<file path="src/rtl/axi4lite_pkg.sv">
// Shared types and helpers for the AXI4-Lite register slave.
package axi4lite_pkg;

  typedef enum logic [1:0] {
    OKAY   = 2'b00,
    EXOKAY = 2'b01,
    SLVERR = 2'b10,
    DECERR = 2'b11
  } resp_t;

  // Agent roles used by the property checker that binds to this slave.
  localparam int MASTER     = 0;
  localparam int SLAVE      = 1;
  localparam int MONITOR    = 2;
  localparam int CONSTRAINT = 3;

  // Width of a register index for n registers (at least 1 bit).
  function automatic int idx_width(input int n);
    return (n > 1) ? $clog2(n) : 1;
  endfunction

endpackage

</file>
<file path="src/rtl/axi4lite_reg_slave_if.sv">
// AXI4-Lite bus bundle with master and slave views.
interface axi4lite_reg_slave_if #(
  parameter int ADDR_WIDTH = 32,
  parameter int DATA_WIDTH = 32,
  parameter int STRB_WIDTH = DATA_WIDTH / 8
) ();

  logic                  AWVALID;
  logic                  AWREADY;
  logic [ADDR_WIDTH-1:0] AWADDR;
  logic [2:0]            AWPROT;
  logic                  WVALID;
  logic                  WREADY;
  logic [DATA_WIDTH-1:0] WDATA;
  logic [STRB_WIDTH-1:0] WSTRB;
  logic                  BVALID;
  logic                  BREADY;
  logic [1:0]            BRESP;
  logic                  ARVALID;
  logic                  ARREADY;
  logic [ADDR_WIDTH-1:0] ARADDR;
  logic [2:0]            ARPROT;
  logic                  RVALID;
  logic                  RREADY;
  logic [DATA_WIDTH-1:0] RDATA;
  logic [1:0]            RRESP;

  modport slave (
    input  AWVALID, AWADDR, AWPROT, WVALID, WDATA, WSTRB, BREADY,
    input  ARVALID, ARADDR, ARPROT, RREADY,
    output AWREADY, WREADY, BVALID, BRESP, ARREADY, RVALID, RDATA, RRESP
  );

  modport master (
    output AWVALID, AWADDR, AWPROT, WVALID, WDATA, WSTRB, BREADY,
    output ARVALID, ARADDR, ARPROT, RREADY,
    input  AWREADY, WREADY, BVALID, BRESP, ARREADY, RVALID, RDATA, RRESP
  );

endinterface

</file>
<file path="src/rtl/axi4lite_reg_bank.sv">
// NUM_REGS x DATA_WIDTH register storage: byte-strobed write port,
// combinational read port, flat view of all registers.
module axi4lite_reg_bank
  import axi4lite_pkg::*;
#(
  parameter int DATA_WIDTH = 32,
  parameter int STRB_WIDTH = DATA_WIDTH / 8,
  parameter int NUM_REGS   = 8,
  parameter int IDXW       = idx_width(NUM_REGS)
) (
  input  logic                           ACLK,
  input  logic                           ARESETn,
  input  logic                           we,
  input  logic [IDXW-1:0]                widx,
  input  logic [DATA_WIDTH-1:0]          wdata,
  input  logic [STRB_WIDTH-1:0]          wstrb,
  input  logic [IDXW-1:0]                ridx,
  output logic [DATA_WIDTH-1:0]          rdata,
  output logic [NUM_REGS*DATA_WIDTH-1:0] regs_o
);

  logic [NUM_REGS-1:0][DATA_WIDTH-1:0] mem;

  // Register storage with per-byte write enables.
  always_ff @(posedge ACLK or negedge ARESETn) begin
    if (!ARESETn) begin
      mem <= '0;
    end else if (we) begin
      for (int unsigned k = 0; k < STRB_WIDTH; k++) begin
        if (wstrb[k]) mem[widx][k*8 +: 8] <= wdata[k*8 +: 8];
      end
    end
  end

  // Combinational read port and flat debug view.
  always_comb begin
    rdata  = mem[ridx];
    regs_o = mem;
  end

endmodule

</file>
<file path="src/rtl/axi4lite_reg_slave.sv">
// AXI4-Lite slave exposing a bank of read/write registers.
// Optional build macro: AXI4LITE_SLV_PRIV_ONLY_EN (unprivileged accesses get SLVERR).
module axi4lite_reg_slave
  import axi4lite_pkg::*;
#(
  parameter int ADDR_WIDTH = 32,
  parameter int DATA_WIDTH = 32,
  parameter int STRB_WIDTH = DATA_WIDTH / 8,
  parameter int NUM_REGS   = 8
) (
  input  logic                           ACLK,
  input  logic                           ARESETn,
  axi4lite_reg_slave_if.slave            s_axi,
  output logic [NUM_REGS*DATA_WIDTH-1:0] regs_o
);

  localparam int LSB  = $clog2(STRB_WIDTH);
  localparam int IDXW = idx_width(NUM_REGS);

  typedef enum logic {RD_IDLE, RD_RESP} rd_state_t;

  logic                  aw_full, w_full;
  logic                  awready, wready, bvalid;
  resp_t                 bresp;
  logic [ADDR_WIDTH-1:0] aw_addr;
  logic [DATA_WIDTH-1:0] w_data;
  logic [STRB_WIDTH-1:0] w_strb;
  logic                  aw_hs, w_hs, b_hs, commit;
  logic                  wr_oor, wr_ok;

  rd_state_t             rd_state, rd_next;
  logic                  arready;
  logic [DATA_WIDTH-1:0] rdata;
  resp_t                 rresp;
  logic                  ar_hs, rd_oor, rd_ok;
  logic [DATA_WIDTH-1:0] bank_rdata;

  assign aw_hs  = s_axi.AWVALID && awready;
  assign w_hs   = s_axi.WVALID  && wready;
  assign b_hs   = bvalid && s_axi.BREADY;
  assign commit = aw_full && w_full;
  assign ar_hs  = s_axi.ARVALID && arready;

  assign wr_oor = |aw_addr[ADDR_WIDTH-1:LSB+IDXW];
  assign rd_oor = |s_axi.ARADDR[ADDR_WIDTH-1:LSB+IDXW];

`ifdef AXI4LITE_SLV_PRIV_ONLY_EN
  logic aw_priv;
  logic unused_bits;
  assign wr_ok = !wr_oor && aw_priv;
  assign rd_ok = !rd_oor && s_axi.ARPROT[0];
  assign unused_bits = ^{aw_addr[LSB-1:0], s_axi.ARADDR[LSB-1:0],
                         s_axi.AWPROT[2:1], s_axi.ARPROT[2:1]};

  // Privilege bit travels with the captured write address.
  always_ff @(posedge ACLK or negedge ARESETn) begin
    if (!ARESETn)   aw_priv <= 1'b0;
    else if (aw_hs) aw_priv <= s_axi.AWPROT[0];
  end
`else
  logic unused_bits;
  assign wr_ok = !wr_oor;
  assign rd_ok = !rd_oor;
  assign unused_bits = ^{aw_addr[LSB-1:0], s_axi.ARADDR[LSB-1:0],
                         s_axi.AWPROT, s_axi.ARPROT};
`endif

  // Write path: independent AW/W capture, commit once both are held.
  // READY is recomputed from current state, so it drops on its own
  // handshake edge and only returns one cycle after the B handshake.
  always_ff @(posedge ACLK or negedge ARESETn) begin
    if (!ARESETn) begin
      aw_full <= 1'b0;
      w_full  <= 1'b0;
      awready <= 1'b0;
      wready  <= 1'b0;
      bvalid  <= 1'b0;
      bresp   <= OKAY;
      aw_addr <= '0;
      w_data  <= '0;
      w_strb  <= '0;
    end else begin
      awready <= !aw_hs && !aw_full && !bvalid;
      wready  <= !w_hs && !w_full && !bvalid;
      if (b_hs) bvalid <= 1'b0;
      if (commit) begin
        aw_full <= 1'b0;
        w_full  <= 1'b0;
        bvalid  <= 1'b1;
        bresp   <= wr_ok ? OKAY : SLVERR;
      end else begin
        if (aw_hs) begin
          aw_full <= 1'b1;
          aw_addr <= s_axi.AWADDR;
        end
        if (w_hs) begin
          w_full <= 1'b1;
          w_data <= s_axi.WDATA;
          w_strb <= s_axi.WSTRB;
        end
      end
    end
  end

  // Read FSM state register.
  always_ff @(posedge ACLK or negedge ARESETn) begin
    if (!ARESETn) rd_state <= RD_IDLE;
    else          rd_state <= rd_next;
  end

  // Read FSM next state: one outstanding read at a time.
  always_comb begin
    rd_next = rd_state;
    unique case (rd_state)
      RD_IDLE: if (ar_hs)          rd_next = RD_RESP;
      RD_RESP: if (s_axi.RREADY)   rd_next = RD_IDLE;
      default:                     rd_next = RD_IDLE;
    endcase
  end

  // Read datapath: sample bank at AR handshake (pre-write on a same-edge commit).
  always_ff @(posedge ACLK or negedge ARESETn) begin
    if (!ARESETn) begin
      arready <= 1'b0;
      rdata   <= '0;
      rresp   <= OKAY;
    end else begin
      arready <= !ar_hs && (rd_state == RD_IDLE);
      if (ar_hs) begin
        rdata <= rd_ok ? bank_rdata : '0;
        rresp <= rd_ok ? OKAY : SLVERR;
      end
    end
  end

  axi4lite_reg_bank #(
    .DATA_WIDTH (DATA_WIDTH),
    .STRB_WIDTH (STRB_WIDTH),
    .NUM_REGS   (NUM_REGS),
    .IDXW       (IDXW)
  ) u_bank (
    .ACLK    (ACLK),
    .ARESETn (ARESETn),
    .we      (commit && wr_ok),
    .widx    (aw_addr[LSB +: IDXW]),
    .wdata   (w_data),
    .wstrb   (w_strb),
    .ridx    (s_axi.ARADDR[LSB +: IDXW]),
    .rdata   (bank_rdata),
    .regs_o  (regs_o)
  );

  assign s_axi.AWREADY = awready;
  assign s_axi.WREADY  = wready;
  assign s_axi.BVALID  = bvalid;
  assign s_axi.BRESP   = bresp;
  assign s_axi.ARREADY = arready;
  assign s_axi.RVALID  = (rd_state == RD_RESP);
  assign s_axi.RDATA   = rdata;
  assign s_axi.RRESP   = rresp;

endmodule

</file>
<file path="src/flat_wrapper.sv">
// flat-port wrapper written by rule: the top's interface ports become plain ports
module axi4lite_reg_slave_flat import axi4lite_pkg::*;
#(
  parameter int ADDR_WIDTH = 32,
  parameter int DATA_WIDTH = 32,
  parameter int STRB_WIDTH = DATA_WIDTH / 8,
  parameter int NUM_REGS   = 8
)
  (ACLK, ARESETn, regs_o, s_axi_AWVALID, s_axi_AWADDR, s_axi_AWPROT, s_axi_WVALID, s_axi_WDATA, s_axi_WSTRB, s_axi_BREADY, s_axi_ARVALID, s_axi_ARADDR, s_axi_ARPROT, s_axi_RREADY, s_axi_AWREADY, s_axi_WREADY, s_axi_BVALID, s_axi_BRESP, s_axi_ARREADY, s_axi_RVALID, s_axi_RDATA, s_axi_RRESP);
  axi4lite_reg_slave_if #(.ADDR_WIDTH(ADDR_WIDTH), .DATA_WIDTH(DATA_WIDTH), .STRB_WIDTH(STRB_WIDTH)) s_axi_i ();
  input  logic ACLK;
  input  logic ARESETn;
  output logic [NUM_REGS*DATA_WIDTH-1:0] regs_o;
  input wire logic [$bits(s_axi_i.AWVALID)-1:0] s_axi_AWVALID;
  input wire logic [$bits(s_axi_i.AWADDR)-1:0] s_axi_AWADDR;
  input wire logic [$bits(s_axi_i.AWPROT)-1:0] s_axi_AWPROT;
  input wire logic [$bits(s_axi_i.WVALID)-1:0] s_axi_WVALID;
  input wire logic [$bits(s_axi_i.WDATA)-1:0] s_axi_WDATA;
  input wire logic [$bits(s_axi_i.WSTRB)-1:0] s_axi_WSTRB;
  input wire logic [$bits(s_axi_i.BREADY)-1:0] s_axi_BREADY;
  input wire logic [$bits(s_axi_i.ARVALID)-1:0] s_axi_ARVALID;
  input wire logic [$bits(s_axi_i.ARADDR)-1:0] s_axi_ARADDR;
  input wire logic [$bits(s_axi_i.ARPROT)-1:0] s_axi_ARPROT;
  input wire logic [$bits(s_axi_i.RREADY)-1:0] s_axi_RREADY;
  output wire logic [$bits(s_axi_i.AWREADY)-1:0] s_axi_AWREADY;
  output wire logic [$bits(s_axi_i.WREADY)-1:0] s_axi_WREADY;
  output wire logic [$bits(s_axi_i.BVALID)-1:0] s_axi_BVALID;
  output wire logic [$bits(s_axi_i.BRESP)-1:0] s_axi_BRESP;
  output wire logic [$bits(s_axi_i.ARREADY)-1:0] s_axi_ARREADY;
  output wire logic [$bits(s_axi_i.RVALID)-1:0] s_axi_RVALID;
  output wire logic [$bits(s_axi_i.RDATA)-1:0] s_axi_RDATA;
  output wire logic [$bits(s_axi_i.RRESP)-1:0] s_axi_RRESP;
  assign s_axi_i.AWVALID = s_axi_AWVALID;
  assign s_axi_i.AWADDR = s_axi_AWADDR;
  assign s_axi_i.AWPROT = s_axi_AWPROT;
  assign s_axi_i.WVALID = s_axi_WVALID;
  assign s_axi_i.WDATA = s_axi_WDATA;
  assign s_axi_i.WSTRB = s_axi_WSTRB;
  assign s_axi_i.BREADY = s_axi_BREADY;
  assign s_axi_i.ARVALID = s_axi_ARVALID;
  assign s_axi_i.ARADDR = s_axi_ARADDR;
  assign s_axi_i.ARPROT = s_axi_ARPROT;
  assign s_axi_i.RREADY = s_axi_RREADY;
  assign s_axi_AWREADY = s_axi_i.AWREADY;
  assign s_axi_WREADY = s_axi_i.WREADY;
  assign s_axi_BVALID = s_axi_i.BVALID;
  assign s_axi_BRESP = s_axi_i.BRESP;
  assign s_axi_ARREADY = s_axi_i.ARREADY;
  assign s_axi_RVALID = s_axi_i.RVALID;
  assign s_axi_RDATA = s_axi_i.RDATA;
  assign s_axi_RRESP = s_axi_i.RRESP;
  axi4lite_reg_slave #(.ADDR_WIDTH(ADDR_WIDTH), .DATA_WIDTH(DATA_WIDTH), .STRB_WIDTH(STRB_WIDTH), .NUM_REGS(NUM_REGS)) u_core (.ACLK(ACLK), .ARESETn(ARESETn), .s_axi(s_axi_i), .regs_o(regs_o));
endmodule
</file>
<file path="config.mk">
export PLATFORM = sky130hd
export DESIGN_NAME = axi4lite_reg_slave_flat
export DESIGN_NICKNAME = d
export VERILOG_FILES = /design/src/rtl/axi4lite_pkg.sv /design/src/rtl/axi4lite_reg_slave_if.sv /design/src/rtl/axi4lite_reg_bank.sv /design/src/rtl/axi4lite_reg_slave.sv /design/src/flat_wrapper.sv
export SDC_FILE = /design/constraint.sdc
export NUM_CORES = 1
export LEC_CHECK = 0
export CAP_MARGIN = 20
export CORE_MARGIN = 10
export CORE_UTILIZATION = 54
export DETAILED_ROUTE_END_ITERATION = 16
export GPL_TIMING_DRIVEN = 0
export PLACE_DENSITY = 0.87
export SLEW_MARGIN = 30
export SYNTH_ARGS = -nofsm -noshare
export SYNTH_HDL_FRONTEND = slang
export SYNTH_SLANG_ARGS = --single-unit
</file>
<file path="constraint.sdc">
create_clock -name ACLK -period 3.95 [get_ports ACLK]
set_clock_uncertainty 0.05 [all_clocks]
set_input_delay 0.79 -clock ACLK [delete_from_list [all_inputs] [get_ports ACLK]]
set_output_delay 0.79 -clock ACLK [all_outputs]
set_load 0.1 [all_outputs]
</file>
Word level (Yosys, flattened, before mapping)
Index checks and enable logic that the tools add are counted.

operators by class
  mux-type cells = 33
  order comparisons = 3
  $mul = 0
  div/mod/pow operators = 0
  bitwise operators = 2
  shift operators = 0
  reduce and logical (&&, ||, !) cells = 26
  add/sub/neg operators = 0
  equality and inequality tests = 0

operators with widths
  cell                                                                number
  2-to-1 mux 256 bit                                                  7
  bitwise mux 256 bit                                                 4
  demux 32 bit (select 3 bit)                                         4
  binary-select mux 32 bit (select 3 bit)                             1
  2-to-1 mux 32 bit                                                   3
  OR reduction 27 bit                                                 2
  2-to-1 mux 24 bit                                                   1
  2-to-1 mux 16 bit                                                   1
  logical AND 1 bit                                                   12
  < comparator 3 x 4 -> 1 bit (second input constant)                 2
  2-to-1 mux 1 bit                                                    8
  2-to-1 mux 8 bit                                                    1
  logical NOT 1 bit                                                   7
  nonzero test 2 bit                                                  3
  2-to-1 mux 2 bit                                                    2
  AND reduction 2 bit                                                 2
  greater-or-equal comparator 3 x 1 -> 1 bit (second input constant)  1
  inverter 1 bit                                                      2
  case mux 1 bit (2 select lines)                                     1

word-level totals
  word-level logic and storage cells = 85
  RAM bits = 0
  flip-flop bits (word level) = 367
  bits in read-only memories = 0
  bits in latches = 0
  memories = 0

Longest topological paths before layout
Gate-level depths: netlist (run 1).

  depth in word-level cells = 15
  mapped depth = 5
  mapped depth without buffers = 4

Modules after synthesis
Synthesis (run 1) repeated with hierarchy kept, for this count alone.

unflattened totals
  cells, all modules = 1,017
  area total of the unflattened synthesis = 16,061.7 µm²

modules (own cells, without submodules)
  module              area each (µm²)  times used  seq. area each (µm²)  cells an instance
  axi4lite_reg_bank   11,514.8         1           6,406.1               685
  axi4lite_reg_slave  4,546.9          1           2,677.6               332

Least setup slack after synthesis (run 1)
Ideal clock, no wire load.

  path kind = input -> register
  start = in s_axi_ARADDR[2]
  end = reg u_core.rdata[14] (netlist: u_core.s_axi.RDATA[14])
  library setup time = 137 ps
  data arrival time = 2,289 ps
  cell stages on the path = 5
  required time = 3,763 ps
  setup slack = 1,474 ps
  cells stage by stage = buf_2 buf_1 mux4_2 mux2i_1 o21ai_0

on the way
  longest elaborated chain between the ends = 3

ends and longest elaborated chain
  element                                  line                       source
  from (decl)                              flat_wrapper.sv:22         input wire logic [$bits(s_axi_i.ARADDR)-1:0] s_axi_ARADDR;
  binary-select mux 32 bit (select 3 bit)  axi4lite_reg_bank.sv:37    rdata = mem[ridx];
  2-to-1 mux 32 bit (implied by the code)  axi4lite_reg_bank.sv:37
  2-to-1 mux 32 bit                        axi4lite_reg_slave.sv:130  rdata <= rd_ok ? bank_rdata : '0;
  to (signal assigned)                     axi4lite_reg_slave.sv:130
  to (decl)                                axi4lite_reg_slave.sv:33   logic [DATA_WIDTH-1:0] rdata;

Every way passes these cells. The select of a mux whose other input is x is not followed.
A chain may end at the register's enable or synchronous reset.

Final worst setup path (run 1)
  start = reg u_core.aw_addr[13]
  end = reg u_core.u_bank.mem (netlist bit u_core.u_bank.regs_o[53])

on the way
  longest elaborated chain between the ends = 3

ends and longest elaborated chain
  element                          line                       source
  from (decl)                      axi4lite_reg_slave.sv:25   logic [ADDR_WIDTH-1:0] aw_addr;
  from (signal assigned)           axi4lite_reg_slave.sv:94   aw_addr <= s_axi.AWADDR;
  OR reduction 27 bit              axi4lite_reg_slave.sv:44   assign wr_oor = |aw_addr[ADDR_WIDTH-1:LSB+IDXW];
  logical NOT 1 bit                axi4lite_reg_slave.sv:62   assign wr_ok = !wr_oor;
  logical AND 1 bit                axi4lite_reg_slave.sv:144  .we (commit && wr_ok),
  to (signal, indexed assignment)  axi4lite_reg_bank.sv:30    if (wstrb[k]) mem[widx][k*8 +: 8] <= wdata[k*8 +: 8];
  to (decl)                        axi4lite_reg_bank.sv:22    logic [NUM_REGS-1:0][DATA_WIDTH-1:0] mem;

Every way passes these cells.

==> flow_summary.html, run 1 <==
<table>
<tr><th>Metric</th><th>Value</th></tr>
<tr><th colspan="2">Job</th></tr>
<tr><td>Max-Cap Viols</td><td>0</td></tr>
<tr><th colspan="2">Cells and area</th></tr>
<tr><td>Leading cell type in the layout, fill and taps excluded</td><td>sky130_fd_sc_hd__dfrtp_1</td></tr>
<tr><td>Share of post-route cells with drive strength above 1</td><td>between 30% and 40%</td></tr>
<tr><td>Net count of the finished layout</td><td>between 1500 and 2000</td></tr>
<tr><td>Commonest cells after routing, fill and taps aside</td><td>363 x sky130_fd_sc_hd__dfrtp_1, 332 x sky130_fd_sc_hd__clkdlybuf4s50_1, 144 x sky130_fd_sc_hd__mux2_4, 100 x sky130_fd_sc_hd__mux2_2, 78 x sky130_fd_sc_hd__mux2_1</td></tr>
<tr><td>Area growth, synth to finish</td><td>34.2%</td></tr>
<tr><td>Number of fillers in the final layout</td><td>between 1500 and 2000</td></tr>
<tr><th colspan="2">Routing</th></tr>
<tr><td>Sum of routed wire length over all layers</td><td>52800 µm</td></tr>
<tr><td>Number of iterations in the first detailed-routing pass</td><td>4</td></tr>
<tr><td>Wire length per cell after detailed routing</td><td>28.7 µm</td></tr>
<tr><td>DR vias</td><td>10800</td></tr>
<tr><td>Vias per std cell</td><td>approximately 5.9</td></tr>
<tr><td>DRC violation count after routing</td><td>0</td></tr>
<tr><td>Count of antenna-violating nets left after detailed routing</td><td>0</td></tr>
<tr><td>Detailed router's first-iteration violation count</td><td>642</td></tr>
<tr><th colspan="2">Clocking</th></tr>
<tr><td>PostCTS Resize Cnt</td><td>0</td></tr>
<tr><td>Clock buffer count from CTS</td><td>38</td></tr>
<tr><td>Clk_lat worst skew</td><td>0.52 ns</td></tr>
<tr><td>Master cell of the clock root buffer</td><td>sky130_fd_sc_hd__clkbuf_16</td></tr>
<tr><td>Clock H-tree levels</td><td>2</td></tr>
<tr><td>Clk sink count</td><td>363</td></tr>
<tr><td>Post-cts hold buffer count</td><td>0</td></tr>
<tr><td>Maximum buffer depth of the clock tree</td><td>3</td></tr>
<tr><td># Post-CTS Setup Buffers</td><td>0</td></tr>
<tr><td>TritonCTS clock tree</td><td>yes</td></tr>
<tr><td>Clock transition at the registers of the reported paths</td><td>~0.060 ns</td></tr>
<tr><th colspan="2">Critical path</th></tr>
<tr><td>CP Launch Type</td><td>flip-flop</td></tr>
<tr><td>Buffers &amp; Inverters on Critical Path</td><td>0</td></tr>
<tr><td>Logic depth of the worst register-to-register path</td><td>4</td></tr>
<tr><td>Type of the worst setup path</td><td>flip-flop to flip-flop</td></tr>
<tr><td>Arrival time of data at the critical path endpoint</td><td>3.59 ns</td></tr>
<tr><td>Worst reg2reg setup slack</td><td>roughly 0.7 ns</td></tr>
<tr><td>Reg-to-Reg Start</td><td>u_core.aw_addr[13]</td></tr>
<tr><td>Ordered cell list for the critical path</td><td>nor4_4 &gt; nand4_1 &gt; nor3_2 &gt; mux2_1</td></tr>
<tr><td>Max stage delay on crit path</td><td>between 1 and 1.5 ns</td></tr>
<tr><td>Critical path required time</td><td>approximately 4.3 ns</td></tr>
<tr><td>Destination of the worst register-to-register timing path</td><td>u_core.u_bank.regs_o[53]</td></tr>
<tr><td>Largest driver fanout on the critical path</td><td>8</td></tr>
<tr><td>Capturing element type of the critical path</td><td>flip-flop</td></tr>
<tr><td>Top Family by Delay on Critical Path</td><td>simple AND/OR/NAND/NOR gates</td></tr>
<tr><td>Library cell contributing the largest single delay on the critical path</td><td>sky130_fd_sc_hd__nor3_2</td></tr>
<tr><th colspan="2">Power and ir drop</th></tr>
<tr><td>Final total power</td><td>9.75 mW</td></tr>
<tr><td>Power per standard cell area</td><td>roughly 440 nW/µm²</td></tr>
<tr><td>Maximum VDD drop</td><td>0.000401 V</td></tr>
<tr><td>Leakage Power</td><td>10.2 nW</td></tr>
<tr><th colspan="2">Floorplanning</th></tr>
<tr><td>Die extent in y</td><td>195 µm</td></tr>
<tr><td>Area of the die</td><td>between 30000 and 40000 µm²</td></tr>
<tr><td>Chip width</td><td>195 µm</td></tr>
<tr><td>Core Footprint</td><td>29900 µm²</td></tr>
<tr><td>Starting density of the core</td><td>55.1%</td></tr>
<tr><td>Num ports</td><td>410</td></tr>
<tr><td>Number of rows created at floorplan</td><td>63</td></tr>
<tr><th colspan="2">Synth</th></tr>
<tr><td>Number of distinct library cell variants in the gate-level netlist after synthesis</td><td>32</td></tr>
<tr><td>Cell count after synthesis</td><td>972</td></tr>
<tr><td>Flip-flop and latch count after synthesis</td><td>363</td></tr>
<tr><td>Yosys synthesis warning count</td><td>0</td></tr>
<tr><td>Average instance area after synthesis</td><td>16.9 µm²</td></tr>
<tr><td>Sequential-to-total area share from yosys stat</td><td>between 50% and 60%</td></tr>
<tr><td>Syn Std Cell Area</td><td>16500 µm²</td></tr>
<tr><th colspan="2">STA</th></tr>
<tr><td>Unrepaired setup endpoints after global routing</td><td>false</td></tr>
<tr><td>Hold Worst Slack</td><td>0.0925 ns</td></tr>
<tr><td>Final hold violations</td><td>0</td></tr>
<tr><td>Actual transition at the worst max-transition pin</td><td>between 1 and 1.5 ns</td></tr>
<tr><td>Setup TNS</td><td>0 ns</td></tr>
<tr><td>Final Max Tran Viols</td><td>0</td></tr>
<tr><td>Share of the cycle needed by the critical path after routing</td><td>82.3%</td></tr>
<tr><td>Crit path time final</td><td>3.25 ns</td></tr>
<tr><td>Peak Freq</td><td>0.308 GHz</td></tr>
<tr><td>Max transition margin</td><td>between 20 and 30%</td></tr>
<tr><td>Final setup viols</td><td>0</td></tr>
<tr><th colspan="2">Global routing</th></tr>
<tr><td>GRT overflow</td><td>0</td></tr>
<tr><td>Number of global-route vias before repair</td><td>11900</td></tr>
<tr><td>Global-route wire length before repair</td><td>79200 µm</td></tr>
<tr><td>Pin count of the biggest net entering global routing</td><td>92</td></tr>
<tr><td>Total global-route track usage</td><td>27.5%</td></tr>
<tr><td>Number of antenna violations at the first check in global routing</td><td>4</td></tr>
<tr><th colspan="2">Placed design</th></tr>
<tr><td>Half-perimeter wire length of the detailed placement result</td><td>38400 µm</td></tr>
<tr><td>Port Buffer Count</td><td>394</td></tr>
<tr><td>Gp weighted congestion</td><td>~0.83</td></tr>
<tr><th colspan="2">Status</th></tr>
<tr><td>Status</td><td>completed</td></tr>
<tr><th colspan="2">Min path</th></tr>
<tr><td>Hold/Removal Path Class</td><td>primary input to asynchronous set/reset pin</td></tr>
</table>
-- metal layers --
| layer | share of wire, % | wire (µm) | GRT usage [%] | vias up |
|---|---|---|---|---|
| met4 | 3.8 | 2000 | 10.8 | 4 |
| met5 | 0.044 | 23 | 0 | - |
| met3 | 8.9 | 4720 | 9.38 | 114 |
| li1 | - | - | - | 4579 |
| met2 | 49 | 25700 | 45.1 | 446 |
| met1 | 38 | 20300 | 32.6 | 5659 |
-- cell type report --
type | instances | area, µm² | share of cell area (%)
Sequential cell | 363 | 9080 | 41.1
Inverter | 2 | 7.51 | 0.0340
Timing Repair Buffer | 410 | 3860 | 17.5
Multi-Input combinational cell | 567 | 7220 | 32.7
Clock buffer | 55 | 1150 | 5.19
Clock inverter | 10 | 81.3 | 0.368
Tap cell | 390 | 488 | 2.21
Antenna cell | 2 | 5.00 | 0.0227
Buffer | 41 | 195 | 0.884
-- Yosys cell counts --
master | count | area share (%)
sky130_fd_sc_hd__dfrtp_1 | 363 | 55
sky130_fd_sc_hd__mux2_4 | 144 | 13
sky130_fd_sc_hd__mux2_2 | 100 | 6.8
sky130_fd_sc_hd__mux2_1 | 78 | 5.3
sky130_fd_sc_hd__mux4_2 | 64 | 8.8
sky130_fd_sc_hd__nand2_1 | 47 | 1.1
sky130_fd_sc_hd__mux2i_1 | 35 | 2.1
sky130_fd_sc_hd__nor4_4 | 27 | 3.5
sky130_fd_sc_hd__clkbuf_1 | 22 | 0.50
sky130_fd_sc_hd__o21ai_1 | 22 | 0.67
sky130_fd_sc_hd__o21ai_0 | 12 | 0.36
sky130_fd_sc_hd__buf_1 | 9 | 0.21
sky130_fd_sc_hd__nor3_2 | 8 | 0.49
sky130_fd_sc_hd__nor4_1 | 5 | 0.19
sky130_fd_sc_hd__buf_2 | 4 | 0.12
sky130_fd_sc_hd__buf_4 | 4 | 0.18
sky130_fd_sc_hd__a21oi_1 | 3 | 0.091
sky130_fd_sc_hd__nor4_2 | 3 | 0.23
sky130_fd_sc_hd__a211oi_1 | 2 | 0.091
sky130_fd_sc_hd__buf_6 | 2 | 0.14
sky130_fd_sc_hd__inv_1 | 2 | 0.046
sky130_fd_sc_hd__nand2b_1 | 2 | 0.076
sky130_fd_sc_hd__nand4_1 | 2 | 0.076
sky130_fd_sc_hd__nor2_1 | 2 | 0.046
sky130_fd_sc_hd__nor3_1 | 2 | 0.061
sky130_fd_sc_hd__or4_1 | 2 | 0.091
sky130_fd_sc_hd__a21boi_0 | 1 | 0.046
sky130_fd_sc_hd__and3_1 | 1 | 0.038
sky130_fd_sc_hd__and3b_1 | 1 | 0.053
sky130_fd_sc_hd__conb_1 | 1 | 0.023
sky130_fd_sc_hd__nand3_4 | 1 | 0.11
sky130_fd_sc_hd__nand4_4 | 1 | 0.13
-- stage by stage --
step | utilization, % | area [µm²] | std cells | setup WS, ns
6_report | 73.9 | 22100 | 1840 | 0.700
5_1_grt | 73.9 | 22100 | 1840 | 0.629
4_1_cts | 74.3 | 22200 | 1833 | 0.715
3_5_place_dp | 70.2 | 21000 | 1768 | 0.508
3_3_place_gp | 69.9 | 20900 | 1757 | -13.40
2_1_floorplan | - | 16500 | 973 | 1.47
-- where the power goes --
part	switching, mW	internal (mW)	leakage [nW]
combinational	0.855	0.645	4.72
sequential	0.623	4.10	4.91
clock	1.45	2.07	0.612
-- flip-flops by register name, indices dropped and copies added (netlist names) --
register	count
u_core.s_axi.BVALID	1
u_core.s_axi.BRESP	1
u_core.s_axi.WREADY	1
u_core.w_data	32
u_core.s_axi.AWREADY	1
u_core.s_axi.ARREADY	1
u_core.s_axi.RRESP	1
u_core.s_axi.RDATA	32
u_core.w_full	1
u_core.aw_full	1
u_core.u_bank.regs_o	256
u_core.aw_addr	30
u_core.s_axi.RVALID	1
u_core.w_strb	4
-- worst max-delay path by stage --
stage | from | endpoint | cells after the start
after floorplan | s_axi_ARADDR[2] | u_core.s_axi.RDATA[14] | 5
after global placement | ARESETn | u_core.s_axi.RDATA[17] | 1
after detailed placement | s_axi_ARADDR[11] | u_core.s_axi.RDATA[5] | 5
after CTS | u_core.aw_addr[13] | u_core.u_bank.regs_o[53] | 4
after global routing | u_core.aw_addr[8] | u_core.u_bank.regs_o[53] | 4
final | u_core.aw_addr[13] | u_core.u_bank.regs_o[53] | 4
-- logic make-up after synthesis --
logic type,after synthesis,share of synthesized area (%)
multiplexers,421,36.2
flip-flops,363,55.2
AND/OR/NAND/NOR,104,6.14
buffers and inverters,43,1.19
AO/OA/AOI/OAI,40,1.26
other,1,0.0228
Note: power is estimated with default switching activity, not from simulation.
==> run 2, diff against run 1 <==
--- a/config.mk
+++ b/config.mk
@@ -7,10 +7,10 @@
 export LEC_CHECK = 0
 export CAP_MARGIN = 20
 export CORE_MARGIN = 10
-export CORE_UTILIZATION = 54
+export CORE_UTILIZATION = 50
 export DETAILED_ROUTE_END_ITERATION = 16
 export GPL_TIMING_DRIVEN = 0
-export PLACE_DENSITY = 0.87
+export PLACE_DENSITY = 0.81
 export SLEW_MARGIN = 30
 export SYNTH_ARGS = -nofsm -noshare
 export SYNTH_HDL_FRONTEND = slang
==> constraint.sdc (replaced) <==
create_clock -name ACLK -period 3.27 [get_ports ACLK]
set_clock_uncertainty 0.05 [all_clocks]
set_input_delay 0.654 -clock ACLK [delete_from_list [all_inputs] [get_ports ACLK]]
set_output_delay 0.654 -clock ACLK [all_outputs]
set_load 0.1 [all_outputs]
==> run 2 against run 1 <==
Against the previous run: hold slack better by 0.34 ns; clock-buffer cell count up 9; largest cell class unchanged; wire length about the same; power up 21%; worst setup slack worse by 0.61 ns; combinational power up 21%; sequential power up 20%; via count down 0.16%.
==> flow_summary.html, run 2 (synthesized netlist as in run 1, its figures left out) <==
<table>
<tr><th>Metric</th><th>Value</th></tr>
<tr><th colspan="2">Min path</th></tr>
<tr><td>Hold path startpoint</td><td>u_core.s_axi.RDATA[14]</td></tr>
<tr><td>Hold/Removal Path Class</td><td>flip-flop to flip-flop</td></tr>
<tr><td>Worst Hold Path EP</td><td>u_core.s_axi.RDATA[14]</td></tr>
<tr><td>Number of cells on the worst hold path</td><td>2</td></tr>
<tr><th colspan="2">Floorplanning</th></tr>
<tr><td>Core Footprint</td><td>32500 µm²</td></tr>
<tr><td>Area of the die</td><td>40600 µm²</td></tr>
<tr><td>Chip width</td><td>201 µm</td></tr>
<tr><td>Number of rows created at floorplan</td><td>66</td></tr>
<tr><td>Num ports</td><td>410</td></tr>
<tr><td>Die extent in y</td><td>roughly 200 µm</td></tr>
<tr><td>Starting density of the core</td><td>between 50 and 60%</td></tr>
<tr><th colspan="2">STA</th></tr>
<tr><td>Share of the cycle needed by the critical path after routing</td><td>between 90% and 100%</td></tr>
<tr><td>Max transition margin</td><td>between 20% and 30%</td></tr>
<tr><td>Setup TNS</td><td>0 ns</td></tr>
<tr><td>Final Max Tran Viols</td><td>0</td></tr>
<tr><td>Crit path time final</td><td>3.18 ns</td></tr>
<tr><td>Final hold violations</td><td>0</td></tr>
<tr><td>Unrepaired setup endpoints after global routing</td><td>true</td></tr>
<tr><td>Peak Freq</td><td>0.314 GHz</td></tr>
<tr><td>Crit path setup slack, layout</td><td>0.0897 ns</td></tr>
<tr><td>Final setup viols</td><td>0</td></tr>
<tr><td>Actual transition at the worst max-transition pin</td><td>1.07 ns</td></tr>
<tr><th colspan="2">Clocking</th></tr>
<tr><td>Clock transition at the registers of the reported paths</td><td>0.06 ns</td></tr>
<tr><td>Clk sink count</td><td>roughly 360</td></tr>
<tr><td>Clock buffer count from CTS</td><td>40</td></tr>
<tr><td>Clock H-tree levels</td><td>2</td></tr>
<tr><td>TritonCTS clock tree</td><td>yes</td></tr>
<tr><td>Master cell of the clock root buffer</td><td>sky130_fd_sc_hd__clkbuf_16</td></tr>
<tr><td>Maximum buffer depth of the clock tree</td><td>3</td></tr>
<tr><td>Clk_lat worst skew</td><td>~0.52 ns</td></tr>
<tr><th colspan="2">Cells and area</th></tr>
<tr><td>Multi-input logic area</td><td>~7200 µm²</td></tr>
<tr><td>Max reg flops</td><td>256</td></tr>
<tr><td>Commonest cells after routing, fill and taps aside</td><td>363 x sky130_fd_sc_hd__dfrtp_1, 347 x sky130_fd_sc_hd__clkdlybuf4s50_1, 144 x sky130_fd_sc_hd__mux2_4, 100 x sky130_fd_sc_hd__mux2_2, 78 x sky130_fd_sc_hd__mux2_1</td></tr>
<tr><td>Net count of the finished layout</td><td>1543</td></tr>
<tr><td>Leading cell type in the layout, fill and taps excluded</td><td>sky130_fd_sc_hd__dfrtp_1</td></tr>
<tr><td>Area of all sequential standard cells</td><td>9080 µm²</td></tr>
<tr><td>Area growth, synth to finish</td><td>35.6%</td></tr>
<tr><td>Number of fillers in the final layout</td><td>2289</td></tr>
<tr><td>Share of post-route cells with drive strength above 1</td><td>between 30% and 40%</td></tr>
<tr><th colspan="2">Global routing</th></tr>
<tr><td>Number of antenna violations at the first check in global routing</td><td>6</td></tr>
<tr><td>Number of global-route vias before repair</td><td>12000</td></tr>
<tr><td>GRT overflow</td><td>0</td></tr>
<tr><td>Pin count of the biggest net entering global routing</td><td>89</td></tr>
<tr><td>Total global-route track usage</td><td>25.5%</td></tr>
<tr><td>Global-route wire length before repair</td><td>79400 µm</td></tr>
<tr><th colspan="2">Power and ir drop</th></tr>
<tr><td>Fraction of power consumed by combinational cells</td><td>roughly 15%</td></tr>
<tr><td>Power per standard cell area</td><td>529 nW/µm²</td></tr>
<tr><td>Int Pwr</td><td>8.27 mW</td></tr>
<tr><td>Maximum VDD drop</td><td>0.000478 V</td></tr>
<tr><td>Switching share of total power</td><td>~30%</td></tr>
<tr><td>Relative contribution of sequential cells to total power</td><td>approximately half</td></tr>
<tr><td>Switching power</td><td>3.55 mW</td></tr>
<tr><td>Portion of total power attributed to the clock network</td><td>a little over a third</td></tr>
<tr><td>Leakage Power</td><td>approximately 10 nW</td></tr>
<tr><th colspan="2">Critical path</th></tr>
<tr><td>CP Launch Type</td><td>flip-flop</td></tr>
<tr><td>Critical path required time</td><td>3.62 ns</td></tr>
<tr><td>Capturing element type of the critical path</td><td>flip-flop</td></tr>
<tr><td>Type of the worst setup path</td><td>flip-flop to flip-flop</td></tr>
<tr><td>Worst reg2reg setup slack</td><td>0.09 ns</td></tr>
<tr><td>Logic depth of the worst register-to-register path</td><td>4</td></tr>
<tr><td>Largest driver fanout on the critical path</td><td>8</td></tr>
<tr><td>Destination of the worst register-to-register timing path</td><td>u_core.u_bank.regs_o[40]</td></tr>
<tr><td>Reg-to-Reg Start</td><td>u_core.aw_addr[13]</td></tr>
<tr><td>Arrival time of data at the critical path endpoint</td><td>3.53 ns</td></tr>
<tr><th colspan="2">Routing</th></tr>
<tr><td>DR vias</td><td>10800</td></tr>
<tr><td>Vias per std cell</td><td>~5.7</td></tr>
<tr><td>Detailed router's first-iteration violation count</td><td>661</td></tr>
<tr><td>Count of antenna-violating nets left after detailed routing</td><td>0</td></tr>
<tr><td>Wire length per cell after detailed routing</td><td>27.7 µm</td></tr>
<tr><td>Number of iterations in the first detailed-routing pass</td><td>6</td></tr>
<tr><td>DRC violation count after routing</td><td>0</td></tr>
<tr><td>Sum of routed wire length over all layers</td><td>52700 µm</td></tr>
<tr><th colspan="2">Job</th></tr>
<tr><td>Max-Cap Viols</td><td>0</td></tr>
<tr><th colspan="2">Placed design</th></tr>
<tr><td>Half-perimeter wire length of the detailed placement result</td><td>between 30000 and 40000 µm</td></tr>
<tr><td>Port Buffer Count</td><td>394</td></tr>
<tr><td>Pre-CTS setup slack</td><td>-0.0679 ns</td></tr>
<tr><td>Gp weighted congestion</td><td>0.843</td></tr>
<tr><th colspan="2">Status</th></tr>
<tr><td>Status</td><td>completed</td></tr>
</table>
## run 2: worst max-delay path by stage
stage                              startpoint                        end  slack, ns  depth (start not counted)
after floorplan           u_core.s_axi.WREADY          u_core.w_data[10]       0.79                          4
after detailed placement        s_axi_ARVALID     u_core.s_axi.RDATA[14]      -0.07                          5
after CTS                  u_core.aw_addr[13]    u_core.u_bank.regs_o[0]       0.18                          4
after global placement                ARESETn  u_core.u_bank.regs_o[209]     -14.02                          1
after global routing        u_core.aw_addr[9]   u_core.u_bank.regs_o[40]      -0.03                          4
final                      u_core.aw_addr[13]   u_core.u_bank.regs_o[40]       0.09                          4
## run 2: worst max-delay path, cell delays in order, from the launching register on
cell	delay [ns]
sky130_fd_sc_hd__dfrtp_1	0.40
sky130_fd_sc_hd__nor4_4	0.40
sky130_fd_sc_hd__nand4_1	0.73
sky130_fd_sc_hd__nor3_2	1.03
sky130_fd_sc_hd__mux2_2	0.43
## run 2: repair_timing
action,4_1_cts,5_1_grt
hold endpoints to repair,34,0
buffers inserted,0,0
hold buffers,1,0
gates resized for setup,0,0
endpoints found under the setup margin,0,13
## run 2: metrics by stage
step                hold slack (ns)  instance area [µm²]  power [mW]  utilization (%)  instances
finish                        0.430                22300        11.8             68.6       1905
floorplan                     0.308                16500        6.78                -        973
global placement              0.409                21000        7.46             64.4       1809
global route                  0.453                22300        12.3             68.6       1904
detailed placement            0.418                21000        7.55             64.6       1817
CTS                           0.432                22300        11.9             68.5       1888
## run 2: layout make-up
| type | count | share of cell area [%] |
|---|---|---|
| Antenna cell | 5 | 0.0561 |
| Clock buffer | 64 | 5.43 |
| Clock inverter | 6 | 0.179 |
| Inverter | 2 | 0.0336 |
| Buffer | 41 | 0.886 |
| Tap cell | 442 | 2.48 |
| Multi-Input combinational cell | 567 | 32.3 |
| Sequential cell | 363 | 40.7 |
| Timing Repair Buffer | 415 | 17.9 |
## run 2: power groups by stage
stage	registers, mW	logic [mW]	clock network, mW
finish	5.68	1.81	4.32
global route	5.78	1.93	4.58
CTS	5.66	1.83	4.37
detailed placement	5.74	1.82	0
global placement	5.71	1.75	0
floorplan	5.76	1.01	0
## run 2: metal layers
metal / global-route usage [%] / part of all wire (%) / wire (µm) / vias up
met1: 30.9 / 40 / 21000 / 5737
met5: 0 / 0.032 / 17 / -
met4: 6.60 / 2.2 / 1170 / 2
met2: 43.1 / 50 / 26500 / 386
li1: - / - / - / 4575
met3: 8.00 / 7.8 / 4090 / 85
==> run 3, diff against run 2 <==
--- a/config.mk
+++ b/config.mk
@@ -11,7 +11,7 @@
 export DETAILED_ROUTE_END_ITERATION = 16
 export GPL_TIMING_DRIVEN = 0
 export PLACE_DENSITY = 0.81
-export SLEW_MARGIN = 30
+export SLEW_MARGIN = 15
 export SYNTH_ARGS = -nofsm -noshare
 export SYNTH_HDL_FRONTEND = slang
 export SYNTH_SLANG_ARGS = --single-unit
==> run 3 against run 2 <==
Against the previous run: wire length down 1.4%; combinational power about the same; first-iteration DRC count shrank 8.0%; critical path depth stayed put; critical path type unchanged.
==> flow_summary.html, run 3 (synthesized netlist as in run 1, its figures left out) <==
<table>
<tr><th>Metric</th><th>Value</th></tr>
<tr><th colspan="2">Global routing</th></tr>
<tr><td>Number of antenna violations at the first check in global routing</td><td>3</td></tr>
<tr><td>Total global-route track usage</td><td>25.2%</td></tr>
<tr><td>GRT overflow</td><td>0</td></tr>
<tr><td>Pin count of the biggest net entering global routing</td><td>91</td></tr>
<tr><td>Number of global-route vias before repair</td><td>11900</td></tr>
<tr><td>Global-route wire length before repair</td><td>78500 µm</td></tr>
<tr><th colspan="2">Clocking</th></tr>
<tr><td>Clk_lat worst skew</td><td>approximately 0.53 ns</td></tr>
<tr><td>Master cell of the clock root buffer</td><td>sky130_fd_sc_hd__clkbuf_16</td></tr>
<tr><td>Clock buffer count from CTS</td><td>39</td></tr>
<tr><td>Clock H-tree levels</td><td>2</td></tr>
<tr><td>Clock transition at the registers of the reported paths</td><td>0.06 ns</td></tr>
<tr><td>Clk sink count</td><td>363</td></tr>
<tr><td>Maximum buffer depth of the clock tree</td><td>3</td></tr>
<tr><td>TritonCTS clock tree</td><td>yes</td></tr>
<tr><th colspan="2">Cells and area</th></tr>
<tr><td>Share of post-route cells with drive strength above 1</td><td>29.6%</td></tr>
<tr><td>Leading cell type in the layout, fill and taps excluded</td><td>sky130_fd_sc_hd__clkdlybuf4s50_1</td></tr>
<tr><td>Max reg flops</td><td>256</td></tr>
<tr><td>Commonest cells after routing, fill and taps aside</td><td>393 x sky130_fd_sc_hd__clkdlybuf4s50_1, 363 x sky130_fd_sc_hd__dfrtp_1, 144 x sky130_fd_sc_hd__mux2_4, 100 x sky130_fd_sc_hd__mux2_2, 78 x sky130_fd_sc_hd__mux2_1</td></tr>
<tr><td>Net count of the finished layout</td><td>1531</td></tr>
<tr><td>Area growth, synth to finish</td><td>36.4%</td></tr>
<tr><th colspan="2">STA</th></tr>
<tr><td>Unrepaired setup endpoints after global routing</td><td>false</td></tr>
<tr><td>Final Max Tran Viols</td><td>0</td></tr>
<tr><td>Actual transition at the worst max-transition pin</td><td>1.12 ns</td></tr>
<tr><td>Crit path setup slack, layout</td><td>about 0.24 ns</td></tr>
<tr><td>Crit path time final</td><td>roughly 3.0 ns</td></tr>
<tr><td>Peak Freq</td><td>0.330 GHz</td></tr>
<tr><td>Share of the cycle needed by the critical path after routing</td><td>92.7%</td></tr>
<tr><td>Final setup viols</td><td>0</td></tr>
<tr><td>Max transition margin</td><td>24.5%</td></tr>
<tr><td>Final hold violations</td><td>0</td></tr>
<tr><th colspan="2">Floorplanning</th></tr>
<tr><td>Number of rows created at floorplan</td><td>66</td></tr>
<tr><td>Starting density of the core</td><td>50.6%</td></tr>
<tr><td>Area of the die</td><td>40600 µm²</td></tr>
<tr><td>Die extent in y</td><td>201 µm</td></tr>
<tr><td>Chip width</td><td>201 µm</td></tr>
<tr><td>Core Footprint</td><td>32500 µm²</td></tr>
<tr><td>Num ports</td><td>410</td></tr>
<tr><th colspan="2">Critical path</th></tr>
<tr><td>CP Launch Type</td><td>flip-flop</td></tr>
<tr><td>Max stage delay on crit path</td><td>1.05 ns</td></tr>
<tr><td>Arrival time of data at the critical path endpoint</td><td>around 3.4 ns</td></tr>
<tr><td>Logic depth of the worst register-to-register path</td><td>4</td></tr>
<tr><td>Destination of the worst register-to-register timing path</td><td>u_core.u_bank.regs_o[0]</td></tr>
<tr><td>Critical path required time</td><td>3.63 ns</td></tr>
<tr><td>Reg-to-Reg Start</td><td>u_core.aw_addr[13]</td></tr>
<tr><td>Ordered cell list for the critical path</td><td>nor4_4 &gt; nand4_1 &gt; nor3_2 &gt; mux2_2</td></tr>
<tr><td>Capturing element type of the critical path</td><td>flip-flop</td></tr>
<tr><td>Largest driver fanout on the critical path</td><td>8</td></tr>
<tr><td>Library cell contributing the largest single delay on the critical path</td><td>sky130_fd_sc_hd__nor3_2</td></tr>
<tr><td>Worst reg2reg setup slack</td><td>0.24 ns</td></tr>
<tr><td>Type of the worst setup path</td><td>flip-flop to flip-flop</td></tr>
<tr><th colspan="2">Routing</th></tr>
<tr><td>DRC violation count after routing</td><td>0</td></tr>
<tr><td>Sum of routed wire length over all layers</td><td>52000 µm</td></tr>
<tr><td>Vias per std cell</td><td>5.65</td></tr>
<tr><td>DR vias</td><td>10700</td></tr>
<tr><td>Highest metal used</td><td>met4</td></tr>
<tr><td>Met3 Routed Length</td><td>4080 µm</td></tr>
<tr><td>M1 WL</td><td>20600 µm</td></tr>
<tr><td>Number of iterations in the first detailed-routing pass</td><td>5</td></tr>
<tr><td>DR WL met2</td><td>25900 µm</td></tr>
<tr><td>Count of antenna-violating nets left after detailed routing</td><td>0</td></tr>
<tr><td>Detailed router's first-iteration violation count</td><td>608</td></tr>
<tr><td>Wire length per cell after detailed routing</td><td>~27 µm</td></tr>
<tr><th colspan="2">Power and ir drop</th></tr>
<tr><td>Power per standard cell area</td><td>532 nW/µm²</td></tr>
<tr><td>Leakage Power</td><td>10.0 nW</td></tr>
<tr><td>Final total power</td><td>12.0 mW</td></tr>
<tr><td>Maximum VDD drop</td><td>0.000373 V</td></tr>
<tr><th colspan="2">Status</th></tr>
<tr><td>Status</td><td>completed</td></tr>
<tr><th colspan="2">Min path</th></tr>
<tr><td>Hold path startpoint</td><td>u_core.s_axi.RDATA[14]</td></tr>
<tr><td>Number of cells on the worst hold path</td><td>2</td></tr>
<tr><td>Hold/Removal Path Class</td><td>flip-flop to flip-flop</td></tr>
<tr><td>Worst Hold Path EP</td><td>u_core.s_axi.RDATA[14]</td></tr>
<tr><th colspan="2">Placed design</th></tr>
<tr><td>Pre-CTS setup slack</td><td>-0.0653 ns</td></tr>
<tr><td>Half-perimeter wire length of the detailed placement result</td><td>around 37000 µm</td></tr>
<tr><td>Port Buffer Count</td><td>394</td></tr>
<tr><td>Gp weighted congestion</td><td>approximately 0.84</td></tr>
<tr><th colspan="2">Job</th></tr>
<tr><td>Max-Cap Viols</td><td>0</td></tr>
</table>
-- run 3: cell types whose count changed in the layout (fill, tap and decap cells not counted), sizes merged --
cell | previous run | this run
buf | 80 | 29
clkdlybuf4s50 | 347 | 393
clkbuf | 92 | 83
clkinv | 3 | 6
bufinv | 0 | 2
diode | 5 | 3
clkinvlp | 1 | 0
inv | 4 | 3
-- run 3: timing repair --
action	CTS	global route
hold buffers	1	0
setup endpoints to repair	0	0
gates resized for setup	0	0
buffers inserted	0	0
hold endpoints to repair	39	0
-- run 3: stage by stage --
stage	TNS, ns	instance area, µm²	util (%)	hold WS, ns	std cells
6_report	0	22500	69.0	0.426	1892
5_1_grt	0	22500	69.0	0.461	1892
3_3_place_gp	-5081.92	21000	64.4	0.409	1809
2_1_floorplan	0	16500	-	0.308	973
4_1_cts	0	22400	68.9	0.433	1886
3_5_place_dp	-0.523	21100	64.8	0.420	1815
-- run 3: layout make-up --
type / instances / area (µm²)
inverters: 2 / 7.51
plain buffers: 41 / 189
clock inverters: 9 / 110
repair buffers: 404 / 4130
well taps: 442 / 553
multi-input cells: 567 / 7180
fillers: 2222 / 10100
diodes: 3 / 7.51
flip-flops and latches: 363 / 9080
clock buffers: 61 / 1190
-- run 3: worst max-delay path by stage --
stage                           endpoint  cells after the start                start
6_report         u_core.u_bank.regs_o[0]                      4   u_core.aw_addr[13]
5_1_grt         u_core.u_bank.regs_o[37]                      4   u_core.aw_addr[13]
4_1_cts          u_core.u_bank.regs_o[0]                      4   u_core.aw_addr[13]
3_5_place_dp      u_core.s_axi.RDATA[14]                      5        s_axi_ARVALID
3_3_place_gp   u_core.u_bank.regs_o[209]                      1              ARESETn
2_1_floorplan          u_core.w_data[10]                      4  u_core.s_axi.WREADY
-- run 3: power by group --
part	switching [mW]	internal [mW]	leakage [nW]
Clock	1.80	2.66	0.643
Sequential	0.729	4.96	4.91
Combinational	1.02	0.786	4.45
-- run 3: layer usage --
layer	up-vias	track usage [%]
met1	5643	30.9
met3	88	7.41
met2	411	42.4
met4	0	7.60
met5	-	0
li1	4551	-
-- run 3: critical path: cells and delay by family (launching register included) --
| kind | cells | cell delay (ns) |
|---|---|---|
| flops | 1 | 0.40 |
| mux | 1 | 0.43 |
| simple gates | 3 | 2.03 |
